`src/rtl/imm_encoder.sv`:
```
// Immediate encoder: packs a 32-bit immediate into the I/S/B/U/J immediate fields
// of a RISC-V instruction word. Valid/ready on both sides, with a 2-entry registered
// output FIFO (head register plus one skid entry) and saturating OK/error counters.

package immtypes_pkg;
    typedef enum logic [2:0] {
        IMM_I = 3'd0,
        IMM_S = 3'd1,
        IMM_B = 3'd2,
        IMM_U = 3'd3,
        IMM_J = 3'd4
    } imm_sel_e;
endpackage

module imm_encoder
    import immtypes_pkg::*;
#(
    parameter int unsigned CNT_W    = 16,
    parameter bit          DROP_ERR = 1'b0
) (
    input  logic             clk,
    input  logic             rst_n,
    input  logic             in_valid,
    output logic             in_ready,
    input  imm_sel_e         in_imm_sel,
    input  logic [31:0]      in_imm,
    input  logic [31:0]      in_base,
    output logic             out_valid,
    input  logic             out_ready,
    output logic [31:0]      out_instr,
    output logic             out_err,
    input  logic             cnt_clr,
    output logic [CNT_W-1:0] cnt_ok,
    output logic [CNT_W-1:0] cnt_err
);

    logic [31:0]      w_instr;
    logic             w_err;
    logic             w_sx11;
    logic             w_sx12;
    logic             w_sx20;
    logic             w_accept;
    logic             w_push;
    logic             w_pop;

    logic [31:0]      r_head_instr;
    logic             r_head_err;
    logic             r_head_valid;
    logic [31:0]      r_skid_instr;
    logic             r_skid_err;
    logic             r_skid_valid;
    logic [CNT_W-1:0] r_cnt_ok;
    logic [CNT_W-1:0] r_cnt_err;

    // Range checks: the immediate fits when all bits above the field's sign bit match it.
    assign w_sx11 = (&in_imm[31:11]) | ~(|in_imm[31:11]);
    assign w_sx12 = (&in_imm[31:12]) | ~(|in_imm[31:12]);
    assign w_sx20 = (&in_imm[31:20]) | ~(|in_imm[31:20]);

    // Pack immediate fields over the base word; errored values are still truncated in.
    always_comb begin
        w_instr = in_base;
        w_err   = 1'b0;
        case (in_imm_sel)
            IMM_I: begin
                w_instr[31:20] = in_imm[11:0];
                w_err          = ~w_sx11;
            end
            IMM_S: begin
                w_instr[31:25] = in_imm[11:5];
                w_instr[11:7]  = in_imm[4:0];
                w_err          = ~w_sx11;
            end
            IMM_B: begin
                w_instr[31]    = in_imm[12];
                w_instr[30:25] = in_imm[10:5];
                w_instr[11:8]  = in_imm[4:1];
                w_instr[7]     = in_imm[11];
                w_err          = ~w_sx12 | in_imm[0];
            end
            IMM_U: begin
                w_instr[31:12] = in_imm[31:12];
                w_err          = |in_imm[11:0];
            end
            IMM_J: begin
                w_instr[31]    = in_imm[20];
                w_instr[30:21] = in_imm[10:1];
                w_instr[20]    = in_imm[11];
                w_instr[19:12] = in_imm[19:12];
                w_err          = ~w_sx20 | in_imm[0];
            end
            default: begin
                w_instr = in_base;
                w_err   = 1'b1;
            end
        endcase
    end

    // in_ready only looks at occupancy so it never combinationally depends on out_ready.
    assign in_ready = rst_n & ~(r_head_valid & r_skid_valid);
    assign w_accept = in_valid & in_ready;
    assign w_push   = w_accept & ~(DROP_ERR & w_err);
    assign w_pop    = r_head_valid & out_ready;

    // Head register drives the outputs; skid entry absorbs one item while the head stalls.
    always_ff @(posedge clk) begin
        if (!rst_n) begin
            r_head_instr <= 32'h0;
            r_head_err   <= 1'b0;
            r_head_valid <= 1'b0;
            r_skid_instr <= 32'h0;
            r_skid_err   <= 1'b0;
            r_skid_valid <= 1'b0;
        end else if (r_head_valid) begin
            if (w_pop) begin
                if (r_skid_valid) begin
                    r_head_instr <= r_skid_instr;
                    r_head_err   <= r_skid_err;
                    r_skid_valid <= w_push;
                    if (w_push) begin
                        r_skid_instr <= w_instr;
                        r_skid_err   <= w_err;
                    end
                end else if (w_push) begin
                    r_head_instr <= w_instr;
                    r_head_err   <= w_err;
                end else begin
                    // Data left in place so an empty FIFO shows the last popped entry.
                    r_head_valid <= 1'b0;
                end
            end else if (w_push) begin
                r_skid_instr <= w_instr;
                r_skid_err   <= w_err;
                r_skid_valid <= 1'b1;
            end
        end else if (w_push) begin
            r_head_instr <= w_instr;
            r_head_err   <= w_err;
            r_head_valid <= 1'b1;
        end
    end

    // Saturating counters of accepted items; clear wins over a same-cycle increment.
    always_ff @(posedge clk) begin
        if (!rst_n || cnt_clr) begin
            r_cnt_ok  <= '0;
            r_cnt_err <= '0;
        end else if (w_accept) begin
            if (w_err) begin
                if (~&r_cnt_err) r_cnt_err <= r_cnt_err + CNT_W'(1);
            end else begin
                if (~&r_cnt_ok) r_cnt_ok <= r_cnt_ok + CNT_W'(1);
            end
        end
    end

    assign out_valid = r_head_valid;
    assign out_instr = r_head_instr;
    assign out_err   = r_head_err;
    assign cnt_ok    = r_cnt_ok;
    assign cnt_err   = r_cnt_err;

endmodule
```
`config.mk`:
```
export PLATFORM = sky130hd
export DESIGN_NAME = imm_encoder
export DESIGN_NICKNAME = d
export VERILOG_FILES = /design/src/rtl/imm_encoder.sv
export SDC_FILE = /design/constraint.sdc
export NUM_CORES = 1
export LEC_CHECK = 0
export CORE_MARGIN = 5
export CORE_UTILIZATION = 44
export CTS_CLUSTER_SIZE = 10
export DETAILED_ROUTE_END_ITERATION = 12
export PLACE_DENSITY = 0.74
export SLEW_MARGIN = 10
export SYNTH_ARGS = -nofsm -noshare
export SYNTH_HDL_FRONTEND = slang
export SYNTH_SLANG_ARGS = --single-unit
```
`constraint.sdc`:
```
create_clock -name clk -period 4.17 [get_ports clk]
set_clock_uncertainty 0.2 [all_clocks]
set_input_delay 0.834 -clock clk [delete_from_list [all_inputs] [get_ports clk]]
set_output_delay 0.834 -clock clk [all_outputs]
set_load 0.01 [all_outputs]
```
======== Word level (Yosys, flattened, before mapping) ========
Index checks and enable logic that the tools add are counted.
word-level totals
  register bits after elaboration ......... 100
  bits in latches ......................... 0
  memory bits (writable) .................. 0
  ROM bits ................................ 0
  input port bits ......................... 72
  output and inout bits ................... 67
  word-level logic and storage cells ...... 80
  memories kept ........................... 0
cells by class
  add/sub/neg operators ................... 2
  multipliers ............................. 0
  divide/modulo/power cells ............... 0
  $lt $le $gt $ge ......................... 0
  equality and inequality tests ........... 6
  shift operators ......................... 0
  mux-type cells .......................... 26
  bitwise gates (word level) .............. 19
  reduce and logical (&&, ||, !) cells .... 19
operators with widths
  cell                   number
  $mux 32                7
  $add 16x1->16 const B  2
  $reduce_and 16->1      2
  $pmux 7 s4             1
  $reduce_or 12->1       2
  $reduce_and 21->1      1
  $reduce_or 21->1       1
  $reduce_and 20->1      1
  $reduce_or 20->1       1
  $pmux 5 s3             1
  $mux 1                 14
  $reduce_and 12->1      1
  $not 1->1              10
  $pmux 5 s2             1
  $mux 8                 1
  $eq 3x2->1 const B     2
  $reduce_and 3->1       2
  $or 1x1->1             5
  $and 1x1->1            4
  $pmux 1 s4             1
  $reduce_and 2->1       2
  $reduce_or 2->1        2
  $eq 3x1->1 const B     1
  $eq 3x3->1 const B     1
  6 further kinds        6

======== Logic depth before layout (Yosys ltp) ========
  word-level depth ........................ 10
  depth in mapped cells ................... 11
  depth with buffers taken out ............ 7

======== Worst setup path before layout ========
No wires, ideal clock.
  path kind ............................... in2reg
  start ................................... in in_imm[22]
  end ..................................... reg r_cnt_ok[13], in the netlist cnt_ok[13]
  setup time .............................. 0.071 ns
  data arrival time ....................... 2.667 ns
  required time ........................... 3.899 ns
  path slack .............................. 1.232 ns
  cell stages on the path ................. 9
  path buffers ............................ 2
  path through ............................ nor4_2 and3_1 nand4_1 and4b_1 buf_6 or3_4 buf_6 or3_1 a21oi_1
on the way
  cells in the longest elaborated chain, start to end .. 8
  elaborated cells on any way between the ends .. 20
  classes of those cells .................. 1 x mux; 12 x bitwise; 7 x reduce/logical
ends and longest elaborated chain
  item                                                  RTL line  RTL
  start: declaration                                    26        input logic [31:0] in_imm,
  $reduce_or 20->1 or $reduce_or 12->1 (tied branches)  57, 58
  $not 1->1, on equally long branches                   57, 58
  $or 1x1->1, on equally long branches                  57, 58
  $not 1->1, on equally long branches                   79, 90
  $or 1x1->1, on equally long branches                  79, 90
  $pmux 1 s4 *                                          64        case (in_imm_sel)
  $not 1->1 (no line) *                                 n/a
  $reduce_and 3->1 (no line) *                          n/a
  end signal: assignment                                152       if (~&r_cnt_ok) r_cnt_ok <= r_cnt_ok + CNT_W'(1);
  end: declaration                                      52        logic [CNT_W-1:0] r_cnt_ok;
Every way passes the cells marked *; elsewhere a longest branch is shown, timed or not.
A chain may end at the register's enable or synchronous reset.

======== Final worst setup path ========
  start ................................... in in_imm[30]
  end ..................................... reg r_cnt_ok[5], in the netlist cnt_ok[5]
The elaborated chain is that of the path after synthesis.

==> key figures <==
Floorplan
  • Total core area: 11420 um2
  • Area enclosed by the die boundary: 13920 um2
  • Starting utilization of the core area: 0.4493
  • Die Span X: 118.0 um
  • Height of the die: 118.0 um
  • Number of core rows: 39
  • I/O pins: 139

Finish
  • Area added between synthesis and finish: 34.95%
  • Filler Cell Count: 999
  • Fraction of final layout cells with drive strength greater than 1: 0.07320
  • Area of all sequential standard cells: 2002 um2
  • Antenna cell count: 0
  • Area taken by multi-input logic gates: 2898 um2
  • Utilization after layout: 0.6063
  • Most frequent cells in the layout: sky130_fd_sc_hd__clkdlybuf4s50_1 (137), sky130_fd_sc_hd__a21oi_1 (110), sky130_fd_sc_hd__dfxtp_1 (100), sky130_fd_sc_hd__nand2_1 (66), sky130_fd_sc_hd__o21ai_0 (52)
  • Number of nets at the end of the flow: 834
  • Leading cell type in the layout, fill and taps excluded: sky130_fd_sc_hd__clkdlybuf4s50_1

Timing
  • Final Setup Violations: 0
  • Minimum clock period: 3.375 ns
  • Worst-case headroom to the max-slew limit: 0.4456
  • Setup repair after global routing missed its margin: false
  • Setup TNS after final layout: 0 ns
  • Worst setup slack after layout: 0.7952 ns
  • Transition time at the pin with the least slew margin: 0.8295 ns
  • FMAX: 296.3 MHz
  • Final-report max-slew violation count: 0
  • Worst hold-check slack: 0.2679 ns
  • Hold Fails Final Rpt: 0
  • Portion of the clock cycle consumed by the worst path in the final layout: 0.8093

Clocking
  • Cts hold-fix bufs: 0
  • TritonCTS clock tree: done
  • Clock buffer count from CTS: 9
  • Clock buffer depth: 2
  • Count of clock tree sinks: 100
  • Later-pin clock latency in the skew report: 0.35 ns
  • Buffer cell driving the clock tree root: sky130_fd_sc_hd__clkbuf_16
  • Resized cells post-CTS: 0
  • Clock slew seen by the registers of the worst setup and hold paths: 0.07 ns
  • # H-tree levels: 3
  • Setup fix buffers added after clock tree synthesis: 0

Pwr
  • Leakage power: 2.674 nW
  • Peak VDD IR: 0.2886 mV
  • Overall power after layout: 2.280 mW
  • Power Dens Cells: 329.3 nW/um2

Yosys
  • Top cell type's share of synthesized area: 0.3902
  • Register area share after synthesis: 0.3902
  • Post-Synthesis Mean Instance Area: 7.978 um2
  • Cell type contributing the most total cell area after synthesis: sky130_fd_sc_hd__dfxtp_1
  • Synth top area cells: sky130_fd_sc_hd__dfxtp_1 (39%), sky130_fd_sc_hd__a21oi_1 (11%), sky130_fd_sc_hd__o21ai_0 (5.1%), sky130_fd_sc_hd__nand2_1 (4.8%), sky130_fd_sc_hd__mux2i_1 (3.7%)
  • Synthesized netlist cell count: 643
  • Synth warnings: 0
  • Post-synth EDFFs: 0
  • Most used DFF post-synth: sky130_fd_sc_hd__dfxtp_1
  • FFs w/ async S/R, synth: 0
  • Syn_nets: 717
  • Syn Std Cell Area: 5130 um2
  • Count of cell types in the netlist: 49
  • Number of synthesized register bits: 100

Worst setup path
  • Startpoint class of the critical path: primary input
  • Worst Setup Path Type: primary input to register
  • Reg-to-reg slack, setup: 1.50 ns
  • Reg-to-Reg Start: out_valid
  • Endpoint of the lowest-slack register-to-register path: out_instr[14]
  • Data arrival time of the critical path: 3.45 ns
  • CP Data Required Time: 4.25 ns
  • Crit end category: register
  • Largest driver fanout on the critical path: 30
  • Worst Reg2Reg Path Length in Cells: 7

Min path
  • Worst hold-check path type: register to register
  • End point of the most critical hold path: r_skid_instr[5]
  • Worst min-delay path startpoint: r_skid_instr[5]
  • Hold depth: 2

Placed design
  • Worst-case setup slack after placement: 0.4873 ns
  • Input/output buffers: 138
  • Detailed placer's ending HPWL: 10.86 mm
  • GP Congestion: 0.8645

Routing
  • Average detailed-routed wire length per instance: 16.48 um
  • Detailed-route vias per instance: 5.794
  • Number of routed nets with antenna violations: 0
  • DR vias: 5261
  • Wire length reported by the detailed router: 14.96 mm
  • Detailed Routing Iterations Pass 1: 5
  • # DRC: 0
  • Number of DRC markers after the initial detailed-route iteration: 414

Flow run
  • Max-cap check violation count: 0

Global routing
  • Number of antenna violations at the first check in global routing: 0
  • Pin count of the biggest net entering global routing: 69
  • GRT Total Usage: 0.2132
  • First-pass GRT wire length: 25.04 mm
  • Number of global-route vias before repair: 5060
  • Overflow left after global routing: 0

Run status
  • Outcome: finished, final reports clean
-- synth_stat cells, types with 10 or more instances --
cell type,instances
sky130_fd_sc_hd__a21oi_1,110
sky130_fd_sc_hd__a22o_1,12
sky130_fd_sc_hd__and2_1,10
sky130_fd_sc_hd__and3_1,11
sky130_fd_sc_hd__clkbuf_1,40
sky130_fd_sc_hd__dfxtp_1,100
sky130_fd_sc_hd__mux2i_1,19
sky130_fd_sc_hd__nand2_1,66
sky130_fd_sc_hd__nand3_1,14
sky130_fd_sc_hd__nor2_1,45
sky130_fd_sc_hd__o211a_1,17
sky130_fd_sc_hd__o21ai_0,52
sky130_fd_sc_hd__or3_1,21
-- cell type report --
class / instances / area share
Multi-Input combinational cell: 486 / 0.4186
Sequential cell: 100 / 0.2892
Timing Repair Buffer: 154 / 0.2162
Clock buffer: 9 / 0.03253
Tap cell: 143 / 0.02584
Clock inverter: 7 / 0.01283
Inverter: 9 / 0.004880
-- power breakdown --
part / total [mW] / leakage (nW) / switching, mW / internal, mW
logic: 0.371 / 1.70 / 0.183 / 0.188
clock network: 0.898 / 0.159 / 0.374 / 0.524
registers: 1.01 / 0.813 / 0.0224 / 0.988
total: 2.28 / 2.67 / 0.580 / 1.70
-- per-layer routing --
| metal | part of all wire | up-vias | track usage |
|---|---|---|---|
| met5 | 0 | - | 0 |
| met4 | 0.018 | 0 | 0.07025 |
| met3 | 0.074 | 21 | 0.05911 |
| met2 | 0.47 | 188 | 0.3525 |
| met1 | 0.44 | 2459 | 0.2679 |
| li1 | - | 2593 | - |
-- how the worst max path moves through the flow --
| stage | to | depth (start not counted) | slack [ns] | from |
|---|---|---|---|---|
| floorplan | cnt_ok[13] | 9 | 1.23 | in_imm[22] |
| global placement | cnt_ok[12] | 8 | 0.57 | in_imm[30] |
| detailed placement | cnt_ok[5] | 8 | 0.49 | in_imm[30] |
| CTS | cnt_ok[5] | 8 | 0.84 | in_imm[30] |
| global route | cnt_ok[3] | 8 | 0.71 | in_imm[30] |
| finish | cnt_ok[5] | 8 | 0.80 | in_imm[30] |
-- critical path: stages --
cell                              delay, ns
sky130_fd_sc_hd__clkdlybuf4s50_1       0.45
sky130_fd_sc_hd__nor4_2                0.43
sky130_fd_sc_hd__and3_1                0.25
sky130_fd_sc_hd__nand4_1               0.09
sky130_fd_sc_hd__and4b_1               0.31
sky130_fd_sc_hd__or3_4                 0.53
sky130_fd_sc_hd__or3_1                 0.39
sky130_fd_sc_hd__a21oi_1               0.15
-- flip-flops by register name, summed over array words and instances, names as in the netlist --
name and flops:
out_instr 32, cnt_err 16, r_skid_instr 32, r_skid_valid 1
r_skid_err 1, cnt_ok 16, out_valid 1, out_err 1
-- per-stage QoR --
step	cells	instance area, um2
2_1_floorplan	643	5130
6_report	908	6923
4_1_cts	908	6923
3_5_place_dp	892	6609
5_1_grt	908	6923
3_3_place_gp	892	6609
-- logic make-up after synthesis --
group,after synthesis,synth area share
mux,24,0.04805
xor+xnor,4,0.006831
fa+ha+maj,2,0.004877
compound gates,250,0.3015
flops,100,0.3902
buf+inv,57,0.04658
simple gates,206,0.2020
No activity file was read; power rests on OpenSTA's default activity.
